===== src/rtl/clock_mode_ctrl_pkg.sv =====
// Shared definitions for the BCD clock user-interface controller:
// mode state encoding, field one-hot masks, BCD limits and BCD helpers.
package clock_mode_ctrl_pkg;

    typedef enum logic [2:0] {
        ST_RUN      = 3'd0,
        ST_SET_HOUR = 3'd1,
        ST_SET_MIN  = 3'd2,
        ST_SET_SEC  = 3'd3,
        ST_ALM_HOUR = 3'd4,
        ST_ALM_MIN  = 3'd5
    } state_e;

    localparam logic [2:0] FLD_HOUR = 3'b100;
    localparam logic [2:0] FLD_MIN  = 3'b010;
    localparam logic [2:0] FLD_SEC  = 3'b001;
    localparam logic [2:0] FLD_NONE = 3'b000;

    localparam logic [7:0] BCD_HOUR_MAX = 8'h23;
    localparam logic [7:0] BCD_MIN_MAX  = 8'h59;

    // Width of the shared buzzer down-counter (holds 30 s at 12 MHz).
    localparam int unsigned BEEP_CNT_W = 29;

    // Two-digit BCD increment that wraps to 00 after reaching max.
    function automatic logic [7:0] bcd_inc_wrap(input logic [7:0] val, input logic [7:0] max);
        logic [7:0] res;
        if (val == max) begin
            res = 8'h00;
        end else if (val[3:0] == 4'h9) begin
            res = {val[7:4] + 4'h1, 4'h0};
        end else begin
            res = {val[7:4], val[3:0] + 4'h1};
        end
        return res;
    endfunction

endpackage


===== src/rtl/clock_mode_ctrl_key_debounce.sv =====
// Key debouncer: 2-flop synchronizer, stability counter, debounced level,
// one-cycle press pulse on the debounced 1->0 edge.
module key_debounce #(
    parameter int unsigned DEB_CYCLES = 240000
) (
    input  logic clk,
    input  logic rst_n,
    input  logic key_n,
    output logic held,
    output logic press
);

    localparam int unsigned CW = $clog2(DEB_CYCLES + 1);

    logic          sync1_q;
    logic          sync2_q;
    logic          level_q;
    logic          level_d;
    logic          level_dly_q;
    logic [CW-1:0] cnt_q;
    logic [CW-1:0] cnt_d;
    logic          press_q;

    // Count consecutive cycles the synchronized key disagrees with the debounced level.
    always_comb begin
        level_d = level_q;
        cnt_d   = {CW{1'b0}};
        if (sync2_q == level_q) begin
            cnt_d = {CW{1'b0}};
        end else if (cnt_q == CW'(DEB_CYCLES - 1)) begin
            level_d = sync2_q;
            cnt_d   = {CW{1'b0}};
        end else begin
            cnt_d = cnt_q + {{(CW-1){1'b0}}, 1'b1};
        end
    end

    // Synchronizer, debounce state and registered press detection.
    always_ff @(posedge clk or negedge rst_n) begin
        if (!rst_n) begin
            sync1_q     <= 1'b1;
            sync2_q     <= 1'b1;
            level_q     <= 1'b1;
            level_dly_q <= 1'b1;
            cnt_q       <= {CW{1'b0}};
            press_q     <= 1'b0;
        end else begin
            sync1_q     <= key_n;
            sync2_q     <= sync1_q;
            level_q     <= level_d;
            level_dly_q <= level_q;
            cnt_q       <= cnt_d;
            press_q     <= level_dly_q & ~level_q;
        end
    end

    assign held  = ~level_q;
    assign press = press_q;

endmodule


===== src/rtl/clock_mode_ctrl.sv =====
// Front-panel mode controller for the BCD clock: mode FSM, generator
// freeze/adjust, alarm edit and arming, alarm buzzer and hourly chime.
module clock_mode_ctrl
    import clock_mode_ctrl_pkg::*;
#(
    parameter int unsigned DEB_CYCLES   = 240000,
    parameter int unsigned ALARM_CYCLES = 360000000,
    parameter int unsigned CHIME_CYCLES = 6000000,
    parameter logic [23:0] ALARM_RST    = 24'h070000
) (
    input  logic        clk,
    input  logic        rst_n,
    input  logic        key_mode_n,
    input  logic        key_adj_n,
    input  logic [23:0] time_in,
    input  logic        hour_flag,
    output logic        en,
    output logic [2:0]  control,
    output logic [23:0] alarm_time,
    output logic        alarm_on,
    output logic        disp_sel,
    output logic [2:0]  blink_mask,
    output logic        beep
);

    logic mode_held_s;
    logic mode_press_s;
    logic adj_held_s;
    logic adj_press_s;

    state_e                 state_q,      state_d;
    logic [23:0]            alarm_time_q, alarm_time_d;
    logic                   alarm_on_q,   alarm_on_d;
    logic [BEEP_CNT_W-1:0]  beep_cnt_q,   beep_cnt_d;
    logic                   beep_q,       beep_d;
    logic                   en_q,         en_d;
    logic [2:0]             control_q,    control_d;
    logic                   disp_sel_q,   disp_sel_d;
    logic [2:0]             blink_mask_q, blink_mask_d;
    logic                   match_q;
    logic                   match_prev_q;
    logic                   chime_q;

    logic in_set_s;
    logic match_now_s;
    logic match_rise_s;
    logic beeping_s;
    logic key_ev_s;

    key_debounce #(.DEB_CYCLES(DEB_CYCLES)) u_deb_mode (
        .clk   (clk),
        .rst_n (rst_n),
        .key_n (key_mode_n),
        .held  (mode_held_s),
        .press (mode_press_s)
    );

    key_debounce #(.DEB_CYCLES(DEB_CYCLES)) u_deb_adj (
        .clk   (clk),
        .rst_n (rst_n),
        .key_n (key_adj_n),
        .held  (adj_held_s),
        .press (adj_press_s)
    );

    // Alarm match level, its rising edge, and key-event summary.
    always_comb begin
        in_set_s     = (state_q == ST_SET_HOUR) || (state_q == ST_SET_MIN) || (state_q == ST_SET_SEC);
        match_now_s  = alarm_on_q && !in_set_s &&
                       (time_in[23:8] == alarm_time_q[23:8]) && (time_in[7:0] == 8'h00);
        match_rise_s = match_q && !match_prev_q && !in_set_s;
        beeping_s    = (beep_cnt_q != {BEEP_CNT_W{1'b0}});
        key_ev_s     = mode_press_s || adj_press_s;
    end

    // Mode FSM next state, alarm edit and arming; presses during a beep only silence it.
    always_comb begin
        state_d      = state_q;
        alarm_time_d = alarm_time_q;
        alarm_on_d   = alarm_on_q;
        if (beeping_s && key_ev_s) begin
            state_d = state_q;
        end else if (mode_press_s) begin
            case (state_q)
                ST_RUN:      state_d = ST_SET_HOUR;
                ST_SET_HOUR: state_d = ST_SET_MIN;
                ST_SET_MIN:  state_d = ST_SET_SEC;
                ST_SET_SEC:  state_d = ST_ALM_HOUR;
                ST_ALM_HOUR: state_d = ST_ALM_MIN;
                ST_ALM_MIN:  state_d = ST_RUN;
                default:     state_d = ST_RUN;
            endcase
        end else if (adj_press_s) begin
            case (state_q)
                ST_RUN:      alarm_on_d = ~alarm_on_q;
                ST_ALM_HOUR: alarm_time_d[23:16] = bcd_inc_wrap(alarm_time_q[23:16], BCD_HOUR_MAX);
                ST_ALM_MIN:  alarm_time_d[15:8]  = bcd_inc_wrap(alarm_time_q[15:8], BCD_MIN_MAX);
                default:     alarm_on_d = alarm_on_q;
            endcase
        end else begin
            state_d = state_q;
        end
    end

    // Buzzer counter: alarm load beats key silence beats chime load beats countdown.
    always_comb begin
        beep_cnt_d = beep_cnt_q;
        if (match_rise_s) begin
            beep_cnt_d = BEEP_CNT_W'(ALARM_CYCLES);
        end else if (beeping_s && key_ev_s) begin
            beep_cnt_d = {BEEP_CNT_W{1'b0}};
        end else if (chime_q && !beeping_s) begin
            beep_cnt_d = BEEP_CNT_W'(CHIME_CYCLES);
        end else if (beeping_s) begin
            beep_cnt_d = beep_cnt_q - {{(BEEP_CNT_W-1){1'b0}}, 1'b1};
        end else begin
            beep_cnt_d = beep_cnt_q;
        end
        beep_d = (beep_cnt_d != {BEEP_CNT_W{1'b0}});
    end

    // Generator and display controls decoded from the current mode and adj hold.
    always_comb begin
        en_d         = 1'b1;
        control_d    = 3'b111;
        disp_sel_d   = 1'b0;
        blink_mask_d = FLD_NONE;
        case (state_q)
            ST_RUN: begin
                en_d = 1'b1;
            end
            ST_SET_HOUR: begin
                en_d         = adj_held_s;
                control_d    = adj_held_s ? ~FLD_HOUR : 3'b111;
                blink_mask_d = FLD_HOUR;
            end
            ST_SET_MIN: begin
                en_d         = adj_held_s;
                control_d    = adj_held_s ? ~FLD_MIN : 3'b111;
                blink_mask_d = FLD_MIN;
            end
            ST_SET_SEC: begin
                en_d         = adj_held_s;
                control_d    = adj_held_s ? ~FLD_SEC : 3'b111;
                blink_mask_d = FLD_SEC;
            end
            ST_ALM_HOUR: begin
                disp_sel_d   = 1'b1;
                blink_mask_d = FLD_HOUR;
            end
            ST_ALM_MIN: begin
                disp_sel_d   = 1'b1;
                blink_mask_d = FLD_MIN;
            end
            default: begin
                en_d = 1'b1;
            end
        endcase
    end

    // State, alarm, buzzer and registered output updates.
    always_ff @(posedge clk or negedge rst_n) begin
        if (!rst_n) begin
            state_q      <= ST_RUN;
            alarm_time_q <= ALARM_RST;
            alarm_on_q   <= 1'b0;
            beep_cnt_q   <= {BEEP_CNT_W{1'b0}};
            beep_q       <= 1'b0;
            en_q         <= 1'b1;
            control_q    <= 3'b111;
            disp_sel_q   <= 1'b0;
            blink_mask_q <= FLD_NONE;
            chime_q      <= 1'b0;
        end else begin
            state_q      <= state_d;
            alarm_time_q <= alarm_time_d;
            alarm_on_q   <= alarm_on_d;
            beep_cnt_q   <= beep_cnt_d;
            beep_q       <= beep_d;
            en_q         <= en_d;
            control_q    <= control_d;
            disp_sel_q   <= disp_sel_d;
            blink_mask_q <= blink_mask_d;
            chime_q      <= hour_flag && (state_q == ST_RUN);
        end
    end

    // Match edge detector; held clear while setting the time.
    always_ff @(posedge clk or negedge rst_n) begin
        if (!rst_n) begin
            match_q      <= 1'b0;
            match_prev_q <= 1'b0;
        end else if (in_set_s) begin
            match_q      <= 1'b0;
            match_prev_q <= 1'b0;
        end else begin
            match_q      <= match_now_s;
            match_prev_q <= match_q;
        end
    end

    assign en         = en_q;
    assign control    = control_q;
    assign alarm_time = alarm_time_q;
    assign alarm_on   = alarm_on_q;
    assign disp_sel   = disp_sel_q;
    assign blink_mask = blink_mask_q;
    assign beep       = beep_q;

endmodule


===== config.mk =====
export PLATFORM = sky130hd
export DESIGN_NAME = clock_mode_ctrl
export DESIGN_NICKNAME = d
export VERILOG_FILES = /design/src/rtl/clock_mode_ctrl_pkg.sv /design/src/rtl/clock_mode_ctrl_key_debounce.sv /design/src/rtl/clock_mode_ctrl.sv
export SDC_FILE = /design/constraint.sdc
export NUM_CORES = 1
export LEC_CHECK = 0
export ABC_AREA = 1
export CORE_MARGIN = 2
export CORE_UTILIZATION = 27
export DETAILED_ROUTE_END_ITERATION = 12
export HOLD_SLACK_MARGIN = 0.03
export PLACE_DENSITY = 0.58
export SLEW_MARGIN = 20
export SYNTH_ARGS = -nofsm -noshare
export SYNTH_HDL_FRONTEND = slang
export SYNTH_SLANG_ARGS = --single-unit

===== constraint.sdc =====
create_clock -name clk -period 2.1 [get_ports clk]
set_clock_uncertainty 0.1 [all_clocks]
set_input_delay 0.21 -clock clk [delete_from_list [all_inputs] [get_ports clk]]
set_output_delay 0.21 -clock clk [all_outputs]
set_load 0.05 [all_outputs]

==> out/results.ini <==
[timing]
timing.slew.headroom = 0.6176
timing_max_transition_violations_final = 0
max_slew.worst_pin.slew_ns = 0.5695
max_freq_mhz = 475.2
unrepaired_setup_endpoints_after_global_routing = yes
finalCritPeriodShare = 1.002
setup_tns_ns = -0.004326
setup-violations-final = 1
hold_viol_final = 0
final_period_minus_worst_setup_slack_ns = 2.104
final_critical_path_setup_slack_ns = -0.004326

[pwr]
power.density_mw_per_mm2 = 547.2
pwr-share-seq = 0.474
switchingPower_mw = 1.309
power.total_mw = 4.720
power_frac_comb = 0.177
internal_power_mw = 3.412
power.clock.fraction = 0.349
worst_ir_drop_vdd_mv = 0.3912
netSwitchingFraction = 0.2772
leakagePower_nw = 4.139

[cts]
cts.htree.levels = 3
root_buffer = clkbuf_16
cts_sinks = 107
clkLatencyLatePin_ns = 0.36
clockBufferDepth = 2
cts_tree = yes
cts.reportedPaths.clkPinSlew_ns = 0.07
cts_buffers = 9

[floorplanning]
floorplan.initialDensity = 0.2743
core_area_sq_mm = 0.02176
fp.dieArea_sq_mm = 0.02331
fp.dieH_microns = 152.7
chipWidth_microns = 152.7
ios = 63
core.rowCount = 54

[global_route]
track_usage = 0.1372
wire_length_of_the_first_global_routing_pass_microns = 26510
groute.layer.met3.usage = 0.02901
gr-max-usage-layer = met2
groute.layer.met1.usage = 0.1747
vias_in_the_first_global_route = 5456
number_of_antenna_violations_at_the_first_check_in_global_routing = 0
largest_net_degree_at_the_start_of_global_routing = 43
grtUsageMet2 = 0.2336
globalRoute.totalOverflow = 0

[logic_synthesis]
synth.yosys.warnings = 0
synth.largest_area_cell = dfrtp_1
synth.top_cell.area_share = 0.3858
netlist-cell-type-count = 46
synth.avg_cell_area_sq_um = 7.709
synth.cell_area_sq_mm = 0.005967
ys_ff_latch = 107
synth_ff_type = dfrtp_1
netlist_top_cells_area = dfrtp_1 (39%), nand2_1 (10%), nor2_1 (8.1%)
synthesized_instance_count = 774
ys_async_sr_fraction = 1.000
synth_top_cells_by_count = nand2_1 (163), nor2_1 (128), inv_1 (110)
synth.most_common_cell = nand2_1
ys_seq_area_frac = 0.4519
synth_edf_count = 0

[worst_setup_path]
worst_path_fanout_max = 5
worstPathRequired_ns = 2.25
timing.critical_path.slowest_stage_cell = dfrtp_1
crit-reg2reg-launch = beep_cnt_q[15]
critPathTopFamily = simple AND/OR/NAND/NOR gates
critical_path_cell_by_cell = nor2_2, nand2_2, buf_4, nor2_4, nand2_4, nor2_8, nand3_4, nor2_4, nand2_4, inv_6, nand3_2, nor3b_2
crit_reg_reg_endpoint = alarm_time[14]
cp.buffers_inverters = 2
critical_path.startpoint_type = flip-flop
cp_data_arrival_time_ns = 2.25
worst-r2r-cell-count = 12
critical_path.endpoint_type = flip-flop
worstSetupPathType = flip-flop to flip-flop
critical-path-max-stage-delay_ns = 0.41
register_to_register_path_setup_slack_ns = -0.004

[drt]
wl_per_cell_microns = 12.91
detail_route.first_pass.iterations = 4
initialDrtViolationCount = 261
ant_nets = 0
vias = 5591
routed_wl_microns = 16140
drt_drc_violations_left = 0
detail_route.vias_per_cell = 4.473

[min_path]
worst_hold_path_type = input pin to flip-flop
worstHoldStart = key_adj_n
holdPathEnd = u_deb_adj.sync1_q
hold-path-cell-count = 1

[outcome]
outcome = finished with violations
violations = setup timing

[finish]
post_route_cells_drive_above_1_share = 0.3041
nFillCells = 2190
n_antenna_cell = 0
area_growth_pct = 44.56
finish.instance_area_sq_mm = 0.008626
fin_nets = 1005

[job]
maxCapViolations = 0

[placement]
post_dp_cell_area_sq_mm = 0.007676
detailed_place_hpwl_microns = 12070
routability_congestion_estimate_from_global_placement = 0.8821
io_buffer_count = 54

cells in the final DEF (no fill, tap or decap), types with 3 or more instances in the layout:
| cell | count |
|---|---|
| nand2_1 | 138 |
| nand2_2 | 23 |
| nand2_4 | 10 |
| buf_12 | 3 |
| inv_2 | 6 |
| a21oi_1 | 23 |
| inv_1 | 106 |
| clkdlybuf4s50_1 | 51 |
| nor2_4 | 13 |
| o22ai_1 | 4 |
| xnor2_1 | 11 |
| nand3_1 | 40 |
| buf_4 | 118 |
| nand3b_1 | 5 |
| nor2_1 | 85 |
| o22ai_2 | 4 |
| dfstp_2 | 15 |
| nor3b_1 | 4 |
| a31oi_1 | 3 |
| a21oi_2 | 3 |
| xor2_1 | 16 |
| nand3_2 | 7 |
| nor3b_2 | 3 |
| buf_6 | 8 |
| nor3_1 | 11 |
| nor2_2 | 42 |
| o21ai_0 | 20 |
| clkbuf_16 | 11 |
| nor3_2 | 3 |
| nor4_1 | 7 |
| dfrtp_1 | 91 |
| conb_1 | 8 |
| ha_1 | 10 |
| or2_2 | 5 |
| nand4_1 | 22 |
cell families after synthesis:
| group | count (synthesis) | share of synthesized area |
|---|---|---|
| flops | 107 | 0.4519 |
| mux | 1 | 0.001887 |
| other cells | 1 | 0.0006285 |
| xor+xnor | 27 | 0.03963 |
| compound gates | 73 | 0.07088 |
| simple gates | 427 | 0.3248 |
| fa+ha+maj | 11 | 0.02307 |
| buf+inv | 127 | 0.08723 |
power groups by stage:
stage	combinational [mW]	sequential (mW)	clock (mW)
2_1_floorplan	0.345	2.26	0
3_3_place_gp	0.751	2.26	0
3_5_place_dp	0.754	2.27	0
4_1_cts	0.772	2.23	1.71
5_1_grt	0.932	2.25	1.78
6_report	0.836	2.24	1.65
repair_timing:
action                                  in CTS  in global routing
pin swaps                                    6                 48
endpoints found under the hold margin       93                  0
resized for setup                           20                119
cloned                                       1                  2
setup buffers                                6                 11
endpoints found under the setup margin      12                 31
hold buffers                                 1                  0
layer usage:
| metal | routed length, microns | share of wire |
|---|---|---|
| met1 | 7370 | 0.46 |
| met4 | 277 | 0.017 |
| met5 | 0 | 0 |
| met2 | 7988 | 0.49 |
| met3 | 503 | 0.031 |
per-stage QoR:
stage	util	instances	setup slack, ns	hold WS (ns)
2_1_floorplan	-	781	0.03378	-0.1856
3_3_place_gp	0.3528	1215	-0.09433	0.02365
3_5_place_dp	0.3528	1215	-0.1375	0.02445
4_1_cts	0.3722	1239	0.003983	0.1421
5_1_grt	0.3965	1250	-0.1155	0.1576
6_report	0.3965	1250	-0.004326	0.1548
state kept, by name, indices dropped and copies added, names as in the netlist, 3 cells and up:
name	cells
u_deb_adj.cnt_q	18
control	3
alarm_time	16
beep_cnt_q	29
blink_mask	3
u_deb_mode.cnt_q	18
state_q	3
how the worst max path moves through the flow:
| stage | to | depth (start not counted) | from | slack [ns] |
|---|---|---|---|---|
| floorplan | alarm_time[14] | 12 | beep_cnt_q[0] | 0.03 |
| global placement | beep | 15 | beep_cnt_q[12] | -0.09 |
| detailed placement | beep | 16 | beep_cnt_q[0] | -0.14 |
| CTS | beep | 16 | beep_cnt_q[1] | 0.004 |
| global route | beep | 13 | beep_cnt_q[15] | -0.12 |
| finish | alarm_time[14] | 12 | beep_cnt_q[15] | -0.004 |
layout make-up:
class,count,area (sq um),area share
repair buffers,186,1649,0.1912
flip-flops and latches,107,2698,0.3127
clock buffers,12,246.5,0.02858
multi-input cells,548,3214,0.3726
well taps,280,350.3,0.04062
inverters,113,429.2,0.04975
clock inverters,4,38.79,0.004497
Power figures use the tool's default switching activity.
